<file path="config.mk">
export PLATFORM = sky130hd
export DESIGN_NAME = riscv_multicycle_controller
export DESIGN_NICKNAME = d
export VERILOG_FILES = /design/src/rtl/riscv_multicycle_controller.sv
export SDC_FILE = /design/constraint.sdc
export NUM_CORES = 1
export LEC_CHECK = 0
export CAP_MARGIN = 25
export CORE_MARGIN = 2
export CORE_UTILIZATION = 43
export DETAILED_ROUTE_END_ITERATION = 8
export GPL_ROUTABILITY_DRIVEN = 0
export PLACE_DENSITY = 0.78
export SETUP_SLACK_MARGIN = 0.15
export SLEW_MARGIN = 5
export SYNTH_ARGS = -nofsm -noshare
export SYNTH_HDL_FRONTEND = slang
export SYNTH_SLANG_ARGS = --single-unit
</file>
<file path="constraint.sdc">
create_clock -name clk -period 2 [get_ports clk]
set_clock_uncertainty 0.2 [all_clocks]
set_input_delay 0.3 -clock clk [delete_from_list [all_inputs] [get_ports clk]]
set_output_delay 0.3 -clock clk [all_outputs]
set_load 0.03 [all_outputs]
</file>
<file path="src/rtl/riscv_multicycle_controller.sv">
// Multi-cycle RISC-V control FSM: sequences a shared-memory datapath through
// fetch/decode/execute/memory/writeback and aborts memory waits after MAX_WAIT cycles.
module riscv_multicycle_controller #(
  parameter int MAX_WAIT = 15
) (
  input  logic       clk,
  input  logic       rst,
  input  logic [6:0] op,
  input  logic [2:0] funct3,
  input  logic       funct7b5,
  input  logic       zero,
  input  logic       neg,
  input  logic       mem_ready,
  output logic       pc_write,
  output logic       adr_src,
  output logic       ir_write,
  output logic       mem_write,
  output logic       reg_write,
  output logic [1:0] result_src,
  output logic [1:0] alu_src_a,
  output logic [1:0] alu_src_b,
  output logic [2:0] imm_src,
  output logic [3:0] alu_control,
  output logic       instr_done,
  output logic       illegal,
  output logic       bus_error
);

  localparam int CW = $clog2(MAX_WAIT + 1);
  localparam logic [CW-1:0] WAIT_LAST = CW'(MAX_WAIT - 1);

  localparam logic [6:0] OP_LOAD  = 7'b0000011;
  localparam logic [6:0] OP_STORE = 7'b0100011;
  localparam logic [6:0] OP_R     = 7'b0110011;
  localparam logic [6:0] OP_I     = 7'b0010011;
  localparam logic [6:0] OP_BR    = 7'b1100011;
  localparam logic [6:0] OP_JAL   = 7'b1101111;
  localparam logic [6:0] OP_JALR  = 7'b1100111;
  localparam logic [6:0] OP_LUI   = 7'b0110111;

  localparam logic [3:0] ALU_ADD = 4'b0000;
  localparam logic [3:0] ALU_SUB = 4'b0001;
  localparam logic [3:0] ALU_AND = 4'b0010;
  localparam logic [3:0] ALU_OR  = 4'b0011;
  localparam logic [3:0] ALU_XOR = 4'b0100;
  localparam logic [3:0] ALU_SLT = 4'b0101;
  localparam logic [3:0] ALU_SLL = 4'b0110;
  localparam logic [3:0] ALU_SRL = 4'b0111;

  typedef enum logic [3:0] {
    S_FETCH, S_DECODE, S_MEMADR, S_MEMREAD, S_MEMWB, S_MEMWRITE, S_EXECR,
    S_EXECI, S_ALUWB, S_BRANCH, S_JALR, S_LINK, S_LUI, S_ILLEGAL
  } state_t;

  state_t        state_r, state_next_s;
  logic [CW-1:0] wait_cnt_r, wait_cnt_next_s;
  logic          waiting_s, timeout_s;
  logic          pc_write_s, ir_write_s, mem_write_s, reg_write_s;
  logic          instr_done_s, illegal_s, bus_error_s;

  // State and wait-counter registers.
  always_ff @(posedge clk or negedge rst) begin
    if (!rst) begin
      state_r    <= S_FETCH;
      wait_cnt_r <= '0;
    end else begin
      state_r    <= state_next_s;
      wait_cnt_r <= wait_cnt_next_s;
    end
  end

  // Wait counter only grows while a memory state keeps stalling; a timeout restarts it.
  always_comb begin
    waiting_s = (state_r == S_FETCH) || (state_r == S_MEMREAD) || (state_r == S_MEMWRITE);
    timeout_s = waiting_s && !mem_ready && (wait_cnt_r == WAIT_LAST);
    if (waiting_s && !mem_ready && !timeout_s) begin
      wait_cnt_next_s = wait_cnt_r + CW'(1);
    end else begin
      wait_cnt_next_s = '0;
    end
  end

  // Next-state and datapath control decode.
  always_comb begin
    state_next_s = state_r;
    pc_write_s   = 1'b0;
    adr_src      = 1'b0;
    ir_write_s   = 1'b0;
    mem_write_s  = 1'b0;
    reg_write_s  = 1'b0;
    result_src   = 2'b00;
    alu_src_a    = 2'b00;
    alu_src_b    = 2'b00;
    imm_src      = 3'b000;
    alu_control  = ALU_ADD;
    instr_done_s = 1'b0;
    illegal_s    = 1'b0;
    bus_error_s  = 1'b0;
    case (state_r)
      S_FETCH: begin
        alu_src_b  = 2'b10;
        result_src = 2'b10;
        if (timeout_s) begin
          bus_error_s  = 1'b1;
          state_next_s = S_FETCH;
        end else if (mem_ready) begin
          ir_write_s   = 1'b1;
          pc_write_s   = 1'b1;
          state_next_s = S_DECODE;
        end else begin
          state_next_s = S_FETCH;
        end
      end
      S_DECODE: begin
        alu_src_a = 2'b01;
        alu_src_b = 2'b01;
        imm_src   = (op == OP_JAL) ? 3'b011 : 3'b010;
        case (op)
          OP_LOAD, OP_STORE: state_next_s = S_MEMADR;
          OP_R:              state_next_s = S_EXECR;
          OP_I:              state_next_s = S_EXECI;
          OP_BR:             state_next_s = S_BRANCH;
          OP_JAL:            state_next_s = S_LINK;
          OP_JALR:           state_next_s = S_JALR;
          OP_LUI:            state_next_s = S_LUI;
          default:           state_next_s = S_ILLEGAL;
        endcase
      end
      S_MEMADR: begin
        alu_src_a = 2'b10;
        alu_src_b = 2'b01;
        if (op == OP_LOAD) begin
          imm_src      = 3'b000;
          state_next_s = S_MEMREAD;
        end else begin
          imm_src      = 3'b001;
          state_next_s = S_MEMWRITE;
        end
      end
      S_MEMREAD: begin
        adr_src = 1'b1;
        if (timeout_s) begin
          bus_error_s  = 1'b1;
          state_next_s = S_FETCH;
        end else if (mem_ready) begin
          state_next_s = S_MEMWB;
        end else begin
          state_next_s = S_MEMREAD;
        end
      end
      S_MEMWB: begin
        result_src   = 2'b01;
        reg_write_s  = 1'b1;
        instr_done_s = 1'b1;
        state_next_s = S_FETCH;
      end
      S_MEMWRITE: begin
        adr_src = 1'b1;
        if (timeout_s) begin
          bus_error_s  = 1'b1;
          state_next_s = S_FETCH;
        end else if (mem_ready) begin
          mem_write_s  = 1'b1;
          instr_done_s = 1'b1;
          state_next_s = S_FETCH;
        end else begin
          mem_write_s  = 1'b1;
          state_next_s = S_MEMWRITE;
        end
      end
      S_EXECR: begin
        alu_src_a = 2'b10;
        case (funct3)
          3'b000:  alu_control = funct7b5 ? ALU_SUB : ALU_ADD;
          3'b001:  alu_control = ALU_SLL;
          3'b010:  alu_control = ALU_SLT;
          3'b100:  alu_control = ALU_XOR;
          3'b101:  alu_control = ALU_SRL;
          3'b110:  alu_control = ALU_OR;
          3'b111:  alu_control = ALU_AND;
          default: alu_control = ALU_ADD;
        endcase
        state_next_s = S_ALUWB;
      end
      S_EXECI: begin
        alu_src_a    = 2'b10;
        alu_src_b    = 2'b01;
        state_next_s = S_ALUWB;
        case (funct3)
          3'b000:  alu_control = ALU_ADD;
          3'b010:  alu_control = ALU_SLT;
          3'b100:  alu_control = ALU_XOR;
          3'b110:  alu_control = ALU_OR;
          3'b111:  alu_control = ALU_AND;
          default: state_next_s = S_ILLEGAL;
        endcase
      end
      S_ALUWB: begin
        reg_write_s  = 1'b1;
        instr_done_s = 1'b1;
        state_next_s = S_FETCH;
      end
      S_BRANCH: begin
        alu_src_a    = 2'b10;
        alu_control  = ALU_SUB;
        instr_done_s = 1'b1;
        state_next_s = S_FETCH;
        case (funct3)
          3'b000:  pc_write_s = zero;
          3'b001:  pc_write_s = !zero;
          3'b100:  pc_write_s = neg;
          3'b101:  pc_write_s = !neg;
          default: illegal_s  = 1'b1;
        endcase
      end
      S_JALR: begin
        alu_src_a    = 2'b10;
        alu_src_b    = 2'b01;
        state_next_s = S_LINK;
      end
      // PC takes the target held in alu_out while the ALU forms old_pc + 4.
      S_LINK: begin
        pc_write_s   = 1'b1;
        alu_src_a    = 2'b01;
        alu_src_b    = 2'b10;
        state_next_s = S_ALUWB;
      end
      S_LUI: begin
        imm_src      = 3'b100;
        result_src   = 2'b11;
        reg_write_s  = 1'b1;
        instr_done_s = 1'b1;
        state_next_s = S_FETCH;
      end
      S_ILLEGAL: begin
        illegal_s    = 1'b1;
        instr_done_s = 1'b1;
        state_next_s = S_FETCH;
      end
      default: state_next_s = S_FETCH;
    endcase
  end

  // Strobes are masked during reset because FETCH strobes follow mem_ready.
  assign pc_write   = pc_write_s   & rst;
  assign ir_write   = ir_write_s   & rst;
  assign mem_write  = mem_write_s  & rst;
  assign reg_write  = reg_write_s  & rst;
  assign instr_done = instr_done_s & rst;
  assign illegal    = illegal_s    & rst;
  assign bus_error  = bus_error_s  & rst;

endmodule

</file>
# After elaboration in Yosys (flattened, before gate mapping)

Cells that the tools add are included.

Add/sub/neg operators: 1
Multipliers: 0
Divide/modulo/power cells: 0
$lt $le $gt $ge: 0
Equality and inequality tests: 28
Shifts and indexed selects: 0
Mux-type cells: 35
Bitwise operators: 7
Reduce and logical (&&, ||, !) cells: 23

Operator list:

| operator                                      | count |
|---|---|
| one-hot mux 4 bit (8 select lines)            | 1 |
| == test 4 bit, second input constant          | 7 |
| one-hot mux 4 bit (7 select lines)            | 1 |
| == test 7 x 6 -> 1 bit, second input constant | 3 |
| == test 7 bit, second input constant          | 3 |
| one-hot mux 3 bit (7 select lines)            | 1 |
| two-way mux 3 bit                             | 6 |
| one-hot mux 3 bit (3 select lines)            | 2 |
| == test 4 x 3 -> 1 bit, second input constant | 4 |
| two-way mux 1 bit                             | 15 |
| OR reduction 5 bit                            | 3 |
| == test 3 bit, second input constant          | 4 |
| one-hot mux 3 bit (4 select lines)            | 1 |
| OR reduction 2 bit                            | 5 |
| == test 4 x 2 -> 1 bit, second input constant | 2 |
| one-hot mux 2 bit (2 select lines)            | 2 |
| OR reduction 4 bit                            | 2 |
| bitwise AND 1 bit                             | 7 |
| == test 7 x 2 -> 1 bit, second input constant | 1 |
| == test 7 x 5 -> 1 bit, second input constant | 1 |
| one-hot mux 2 bit (3 select lines)            | 1 |
| OR reduction 3 bit                            | 2 |
| adder 4 x 1 -> 4 bit, second input constant   | 1 |
| == test 4 x 1 -> 1 bit, second input constant | 1 |
| other kinds (11)                              | 18 |

Register bits: 8
Bits in latches: 0
Bits in writable memories: 0
Bits in read-only memories: 0
Input bits: 16
Output and inout bits: 21
Word-level logic and storage cells: 96
Memories: 0

# Longest topological paths before layout

Gate-level depths: netlist (run 1).

Depth after elaboration: 8
Gate-level depth with buffers: 6
Mapped depth without buffers: 6

# Least setup slack after synthesis (run 1)

No wires, ideal clock.

Path kind: register to output
Start: reg wait_cnt_r[0]
End: out mem_write
Data arrival time: 1,723 ps
Setup slack: -223 ps
Stages on the path, launching flop included: 6
Path through: dfrtp_1 inv_1 ha_1 nand3_1 nor2_1 nor4bb_1

Cells in the longest elaborated chain, start to end: 5

RTL lines:

| item                   | line | text |
|---|---|---|
| start, declared        | 56   | `logic [CW-1:0] wait_cnt_r, wait_cnt_next_s;` |
| start signal, assigned | 68   | `wait_cnt_r <= wait_cnt_next_s;` |
| == test 4 bit          | 75   | `timeout_s = waiting_s && !mem_ready && (wait_cnt_r == WAIT_LAST);` |
| logical AND 1 bit      | 75   |  |
| two-way mux 1 bit      | 159  | `if (timeout_s) begin` |
| two-way mux 1 bit      | 99   | `case (state_r)` |
| bitwise AND 1 bit      | 247  | `assign mem_write = mem_write_s & rst;` |
| end, declared          | 17   | `output logic mem_write,` |

No other way between the ends.

# Final worst setup path (run 1)

Start: reg state_r[0]
End: out alu_control[0]

Cells in the longest elaborated chain, start to end: 2

RTL lines:

| item                                                           | line | text |
|---|---|---|
| start, declared                                                | 55   | `state_t state_r, state_next_s;` |
| start signal, assigned                                         | 67   | `state_r <= state_next_s;` |
| == test 4 bit / == test 4 x 3 -> 1 bit (equally long branches) | 99   |  |
| one-hot mux 3 bit (3 select lines) *                           | 99   |  |
| end, declared                                                  | 23   | `output logic [3:0] alu_control,` |

Mark *: on every way between the ends. The rest lies on a longest branch, timed or not.

==> impl_metrics.yaml, run 1 <==
power:
  power.total_mw: 2.12
  combPwrFrac: 0.829
  max-vdd-ir-drop_uv: 958
  pwr-share-seq: 0.114
  p_sw_frac: 0.474
  p_per_area_nw_per_um2: 1210
  switchingPower_mw: 1.00
  power_frac_clock: 0.057
  p_int_mw: 1.11
  p_leak_nw: 0.843
route:
  viasPerCell: 5.70
  drt-total-wl_um: 3710
  final_antenna_net_count: 0
  drc: 0
  dr.pass1.iters: 4
  vias: 1237
  dr.first_iter.drc_count: 48
  wl_per_cell_um: 17.1
clock_tree:
  clkLatencyLatePin_ns: 0.26
  cts_root_buf: "clkbuf_4"
  cts_max_level: 1
  cts_tree: "built"
  clkSinkCount: 8
  cts_hold_buf: 0
  clkTransAtPathRegs_ns: 0.06
  cts_buffers: 3
  clk_path_buf_depth: 2
yosys:
  synth_area_um2: 935
  yosysUniqueCellTypes: 42
  seq_area_frac_synth: 0.214
  synth_cells: 128
  syn_area_per_cell_um2: 7.30
  ys_ff_latch: 8
  synth_adder_area_share: 0.0268
  yosysWarningCount: 0
  synth_top_family_by_area: "simple AND/OR/NAND/NOR gates"
  synth_edf_count: 0
  synthMuxAreaShare: 0.0107
  ys.flop_type: "dfrtp_1"
  synthXorXnorAreaFrac: 0.0562
  yosys.area_share.simple: 0.391
  async_reset_ff_frac: 1.00
  synth-compound-area-share: 0.198
  syn_nets: 146
worst_setup_path:
  slowest_stage: "dfrtp_1"
  r2r_slack_ns: 0.30
  critPathTopFamily: "buffers and inverters"
  cp.required_ns: 1.50
  crit_chain: "buf_6, buf_8, nand2b_4, nor2_4, a2bb2oi_2, o22ai_1, buf_4"
  critPathLaunchType: "flop"
  critical_path.max_stage_delay_ns: 0.38
  crit_type: "flop to output port"
  cp_max_fo: 6
  cp.arrival_ns: 1.56
  cp-end-kind: "output port"
  path_buf_inv: 3
worst_hold_path:
  hp-class: "input pin to asynchronous set/reset pin"
sta:
  min_period_ns: 2.06
  min_period_over_period: 1.03
  rsz0062_at_grt: "true"
  setup_ws_ns: -0.0606
  setup_viol: 8
  slew_violations: 0
  max_freq_mhz: 485
  hold_viol_final: 0
placed_design:
  portBuffers: 35
  dp_hpwl_um: 2030
  placed_cell_area_um2: 1390
run:
  drv_cap: 0
grt:
  globalRouteOverflowTotal: 0
  grt_pass1_wl_um: 5990
  grt_usage: 0.313
  antenna_found_initial: 0
  grt_pass1_vias: 1271
  grt_max_degree: 20
floorplan:
  core_area_um2: 2000
  die-area_um2: 2560
  row_count: 16
  initial_core_util: 0.467
  io_pins: 37
  die-height_um: 50.6
  fp.dieW_um: 50.6
status:
  status: "finished with violations"
  violations: "negative setup slack"
finish:
  final_cell_mix: "31 x buf_4, 18 x buf_6, 13 x nor2_1, 10 x nand2_1, 9 x dlygate4sd2_1"
  final_net_count: 210
  drive_gt1_frac: 0.484
  final_common_cell: "buf_4"
  final_area_um2: 1760
  antenna_cells: 0
  syn_to_final_growth_pct: 87.8
[what timing repair did]
item	4_1_cts	5_1_grt
gates resized for setup	69	6
buffers inserted	7	2
pin swaps	18	2
cloned	2	0
setup endpoints to repair	19	22
endpoints found under the hold margin	0	0
[area by class of cell]
class	count	area [um^2]
Clock buffer	3	22.5
Fill cell	101	246
Inverter	5	18.8
Multi-Input combinational cell	106	817
Sequential cell	8	201
Tap cell	27	33.8
Timing Repair Buffer	68	662
[worst reg2reg max path, cell delays in order, from the launching register on]
cell and delay [ns]:
dfrtp_1 0.41, ha_1 0.23, a31o_2 0.27, nor2_1 0.12, o211ai_1 0.11, buf_4 0.15
o2111ai_1 0.11
[power groups by stage]
stage	Sequential (mW)	Combinational, mW	Clock (mW)
3_3_place_gp	0.235	1.13	0
2_1_floorplan	0.236	0.755	0
4_1_cts	0.238	1.62	0.124
3_5_place_dp	0.238	1.14	0
5_1_grt	0.245	1.83	0.132
6_report	0.242	1.76	0.121
[cells in the mapped netlist, drive strengths merged (4+ instances only)]
library cell / number / share of area
nor2: 20 / 0.080
buf: 9 / 0.079
a21o: 4 / 0.032
dfrtp: 8 / 0.21
nand2: 12 / 0.048
xor2: 4 / 0.037
nor3: 5 / 0.032
inv: 5 / 0.020
nand3: 8 / 0.048
a21oi: 7 / 0.037
nand2b: 6 / 0.040
[path summary, 6_finish.rpt]
check                           cells after the start             end           from
worst max-delay path                                7  alu_control[0]     state_r[0]
min in group clk                                    2   wait_cnt_r[0]  wait_cnt_r[0]
worst min-delay path                                2   wait_cnt_r[2]            rst
max in group asynchronous                           2      state_r[2]            rst
worst min register to register                      2   wait_cnt_r[0]  wait_cnt_r[0]
worst max register to register                      6      state_r[2]  wait_cnt_r[1]
[cell families after synthesis]
kind of cell / count (synthesis)
XOR/XNOR: 6
other: 1
multiplexers: 1
flip-flops: 8
buffers and inverters: 14
adder cells (fa/ha/maj): 2
AO/OA/AOI/OAI: 28
AND/OR/NAND/NOR: 68
[flip-flops by register name, summed over array words and instances (netlist names)]
signal	flops
state_r	4
wait_cnt_r	4
[layer usage]
metal	vias up	wire length, um	global-route usage
li1	572	-	-
met1	593	1400	0.358
met2	64	2030	0.599
met3	8	230	0.0446
met4	0	55	0.0811
met5	-	0	0
[through the flow]
stage	worst slack (ns)	hold WS, ns	cells	util	setup TNS [ns]
detailed placement	-0.552	0.286	203	0.696	-0.883
global route	-0.141	0.378	217	0.877	-0.903
global placement	-0.487	0.270	203	0.696	-0.758
CTS	-0.0362	0.325	215	0.856	-0.0975
floorplan	0.0699	-0.196	128	-	0
finish	-0.0606	0.354	217	0.877	-0.323
Power figures use the tool's default switching activity.
==> run 2, diff against run 1 <==
Settings changed: ABC_AREA set to 1, CORE_UTILIZATION 43 to 42, SETUP_SLACK_MARGIN 0.15 to 0.3.
==> impl_metrics.yaml, run 2 <==
yosys:
  synthTopCellsByCount: "38 x nand2_1, 29 x inv_1, 26 x nor2_1"
  yosysUniqueCellTypes: 28
  ys.flop_type: "dfrtp_1"
  ys_ff_latch: 8
  synth_cells: 154
  synth_top_area_share: 0.225
  yosysWarningCount: 0
  seq_area_frac_synth: 0.225
  synth_area_um2: 890
  synth.most_common_cell: "nand2_1"
  yosysTopAreaCell: "dfrtp_1"
  async_reset_ff_frac: 1.00
  syn_nets: 172
  ys_top_cells_by_area: "dfrtp_1 23%, nand2_1 16%, inv_1 12%, nor2_1 11%, nand3_1 7.9%"
  syn_area_per_cell_um2: 5.78
  synth_edf_count: 0
clock_tree:
  cts_root_buf: "clkbuf_4"
  clk_path_buf_depth: 2
  cts_hold_buf: 0
  clkSinkCount: 8
  cts_buffers: 3
  cts_max_level: 1
placed_design:
  dp_hpwl_um: 2310
  portBuffers: 35
  placed_cell_area_um2: 1570
floorplan:
  row_count: 16
  fp.dieW_um: 50.0
  initial_core_util: 0.449
  io_pins: 37
  die-height_um: 50.0
status:
  error: "[ERROR DPL-0038] Utilization greater than 100%, impossible to legalize"
  status: "did not finish"
  lastStage: "global routing (5_1_grt)"
grt:
  grt_max_degree: 10
sta:
  worst_endpoint: "mem_write"
  worstEndpointType: "primary output"
==> run 2: changes by cell type after synthesis, sizes merged, moves of 4 or more <==
cell    before  now
nand3        8   15
buf          9    1
nor3         5    1
inv          5   30
nand2       12   40
a21o         4    0
nor2        20   30
nand2b       6    0
==> run 2: metrics by stage <==
stage | setup slack (ns) | cells | setup TNS, ns | hold slack, ns | util
global placement | -0.228 | 247 | -0.639 | 0.270 | 0.790
detailed placement | -0.251 | 247 | -0.842 | 0.278 | 0.790
CTS | -0.0745 | 262 | -0.309 | 0.199 | 0.921
floorplan | 0.191 | 154 | 0 | -0.196 | -
==> run 2: kinds of logic after synthesis <==
kind of cell	synth area share
simple gates	0.449
buf+inv	0.135
compound gates	0.139
flops	0.225
xor+xnor	0.0197
fa+ha+maj	0.0281
other cells	0.00422
==> run 2: what timing repair did <==
| action | in CTS |
|---|---|
| setup buffers | 11 |
| pin swaps | 18 |
| resized for setup | 59 |
| endpoints found under the setup margin | 23 |
==> run 3, diff against run 2 <==
Settings changed: CORE_AREA set to 2 2 63 65, CORE_MARGIN 2 to not set, CORE_UTILIZATION 42 to not set, DIE_AREA set to 0 0 65 67, PLACE_DENSITY 0.78 to not set, PLACE_DENSITY_LB_ADDON set to 0.15, SETUP_SLACK_MARGIN 0.3 to not set.
==> impl_metrics.yaml, run 3 <==
floorplan:
  fp.dieW_um: 65
  io_pins: 37
  core_area_um2: 3610
  die-height_um: 67
  initial_core_util: 0.247
  die-area_um2: 4360
  row_count: 22
yosys:
  synth_edf_count: 0
  ys_top_cells_by_area: "dfrtp_1 23%, nand2_1 16%, inv_1 12%, nor2_1 11%, nand3_1 7.9%"
  syn_area_per_cell_um2: 5.78
  async_reset_ff_frac: 1.00
  ys_ff_latch: 8
  synth-compound-area-share: 0.139
  synthTopCellsByCount: "38 x nand2_1, 29 x inv_1, 26 x nor2_1"
  synthXorXnorAreaFrac: 0.0197
  yosysTopAreaCell: "dfrtp_1"
  synth_top_area_share: 0.225
  syn_nets: 172
  synth_area_um2: 890
  yosysWarningCount: 0
  ys.flop_type: "dfrtp_1"
  synthMuxAreaShare: 0
  yosysUniqueCellTypes: 28
  yosys.area_share.simple: 0.449
  seq_area_frac_synth: 0.225
  synth.most_common_cell: "nand2_1"
  synth_cells: 154
  synth_adder_area_share: 0.0281
  synth_top_family_by_area: "simple AND/OR/NAND/NOR gates"
placed_design:
  portBuffers: 35
  dp.cells: 268
  dp_hpwl_um: 2280
sta:
  max_freq_mhz: 488
  min_period_over_period: 1.02
  slew_violations: 0
  setup_viol: 3
  min_period_ns: 2.05
  setup_ws_ns: -0.0497
  hold_viol_final: 0
  rsz0062_at_grt: "true"
  fin_tns_setup_ns: -0.0848
  whs_ns: 0.195
worst_setup_path:
  crit_type: "flop to output port"
  startpoint: "state_r[1]"
  cp-end-kind: "output port"
  critPathLaunchType: "flop"
  crit_chain: "buf_4, nor2_4, nand2_2, a31oi_4, nand2_2, nor2_1, buf_4"
  cp.required_ns: 1.50
  cp.arrival_ns: 1.55
  reg2reg_from: "state_r[1]"
  critPathTopFamily: "simple AND/OR/NAND/NOR gates"
  path_buf_inv: 2
  cp_max_fo: 4
  critical_path.max_stage_delay_ns: 0.41
  slowest_stage: "dfrtp_1"
route:
  vias: 1257
  drt-total-wl_um: 3030
  drc: 0
  wl_per_cell_um: 10.6
  dr.pass1.iters: 4
  viasPerCell: 4.40
  dr.first_iter.drc_count: 36
  final_antenna_net_count: 0
clock_tree:
  cts_max_level: 1
  cts_tree: "built"
  clkTransAtPathRegs_ns: 0.04
  clk_path_buf_depth: 2
  clkSinkCount: 8
  cts_root_buf: "clkbuf_8"
  cts_buffers: 3
  clkLatencyLatePin_ns: 0.22
  cts_hold_buf: 0
run:
  drv_cap: 0
grt:
  antenna_found_initial: 0
  grt_max_degree: 10
  globalRouteOverflowTotal: 0
  grt_usage: 0.138
  grt_pass1_wl_um: 4830
  grt_pass1_vias: 1213
power:
  p_per_area_nw_per_um2: 973
  max-vdd-ir-drop_uv: 344
  p_leak_nw: 0.992
  power.total_mw: 1.74
status:
  violations: "negative setup slack"
  status: "finished with violations"
finish:
  final_common_cell: "buf_4"
  syn_to_final_growth_pct: 101
  antenna_cells: 0
  reg_top3: "state_r x4, wait_cnt_r x4"
  drive_gt1_frac: 0.466
  final_cell_mix: "58 x buf_4, 33 x nand2_1, 19 x nor2_1, 16 x inv_1, 13 x inv_2"
  final_cell_count_no_fill: 286
  final_net_count: 258
worst_hold_path:
  hp-class: "input pin to asynchronous set/reset pin"
[run 3: power by group]
| part | switching [mW] | total (mW) | internal (mW) |
|---|---|---|---|
| clock | 0.0560 | 0.186 | 0.130 |
| sequential | 0.0425 | 0.246 | 0.204 |
| combinational | 0.720 | 1.31 | 0.587 |
[run 3: per-stage QoR]
| stage | instance area, um^2 | util | worst slack (ns) |
|---|---|---|---|
| after CTS | 1650 | 0.459 | -0.0310 |
| after global routing | 1790 | 0.495 | -0.123 |
| after global placement | 1500 | 0.416 | -0.458 |
| after floorplan | 902 | - | 0.0147 |
| after detailed placement | 1500 | 0.416 | -0.510 |
| final | 1790 | 0.495 | -0.0497 |
[run 3: path summary, 6_finish.rpt]
check,endpoint,slack [ns],cells past startpoint
max in group asynchronous,state_r[1],1.27,2
max,bus_error,-0.05,7
min,wait_cnt_r[2],0.20,2
max reg2reg,state_r[0],0.29,8
min in group clk,wait_cnt_r[0],0.28,1
min reg2reg,wait_cnt_r[0],0.28,1
[run 3: repair_timing]
item	CTS	global route
endpoints found under the setup margin	14	14
pin swaps	9	13
setup buffers	6	10
resized for setup	35	29
[run 3: cells by family after synthesis]
| family | after synthesis |
|---|---|
| AOI/OAI and AO/OA | 19 |
| xor gates and xnor gates | 2 |
| DFF | 8 |
| adders and majority gates | 2 |
| and+or+nand+nor | 91 |
| other | 1 |
| buffers and inverters | 31 |
[run 3: final cells by class]
| type | count | area (um^2) |
|---|---|---|
| Clock buffer | 3 | 41.3 |
| Fill cell | 357 | 1820 |
| Inverter | 30 | 118 |
| Multi-Input combinational cell | 115 | 678 |
| Sequential cell | 8 | 200 |
| Tap cell | 48 | 60.1 |
| Timing Repair Buffer | 82 | 689 |
[run 3: per-layer routing]
| layer | share of wire | track usage |
|---|---|---|
| met4 | 0.0089 | 0.0319 |
| met2 | 0.50 | 0.251 |
| met5 | 0 | 0 |
| met1 | 0.46 | 0.172 |
| met3 | 0.035 | 0.0186 |
[run 3: worst reg2reg max path, cell delays in order (launching register included)]
cell and delay, ns:
dfrtp_1 0.41, buf_4 0.16, nor2_4 0.13, nand2_2 0.10, buf_4 0.15, nand3_1 0.09
a21oi_2 0.08, a21oi_1 0.17, nand3_1 0.09
==> run 4, diff against run 3 <==
Settings changed: CTS_CLUSTER_DIAMETER set to 200.
==> results of run 4 <==
Final layout, timing and power as in run 3 (identical DEF).
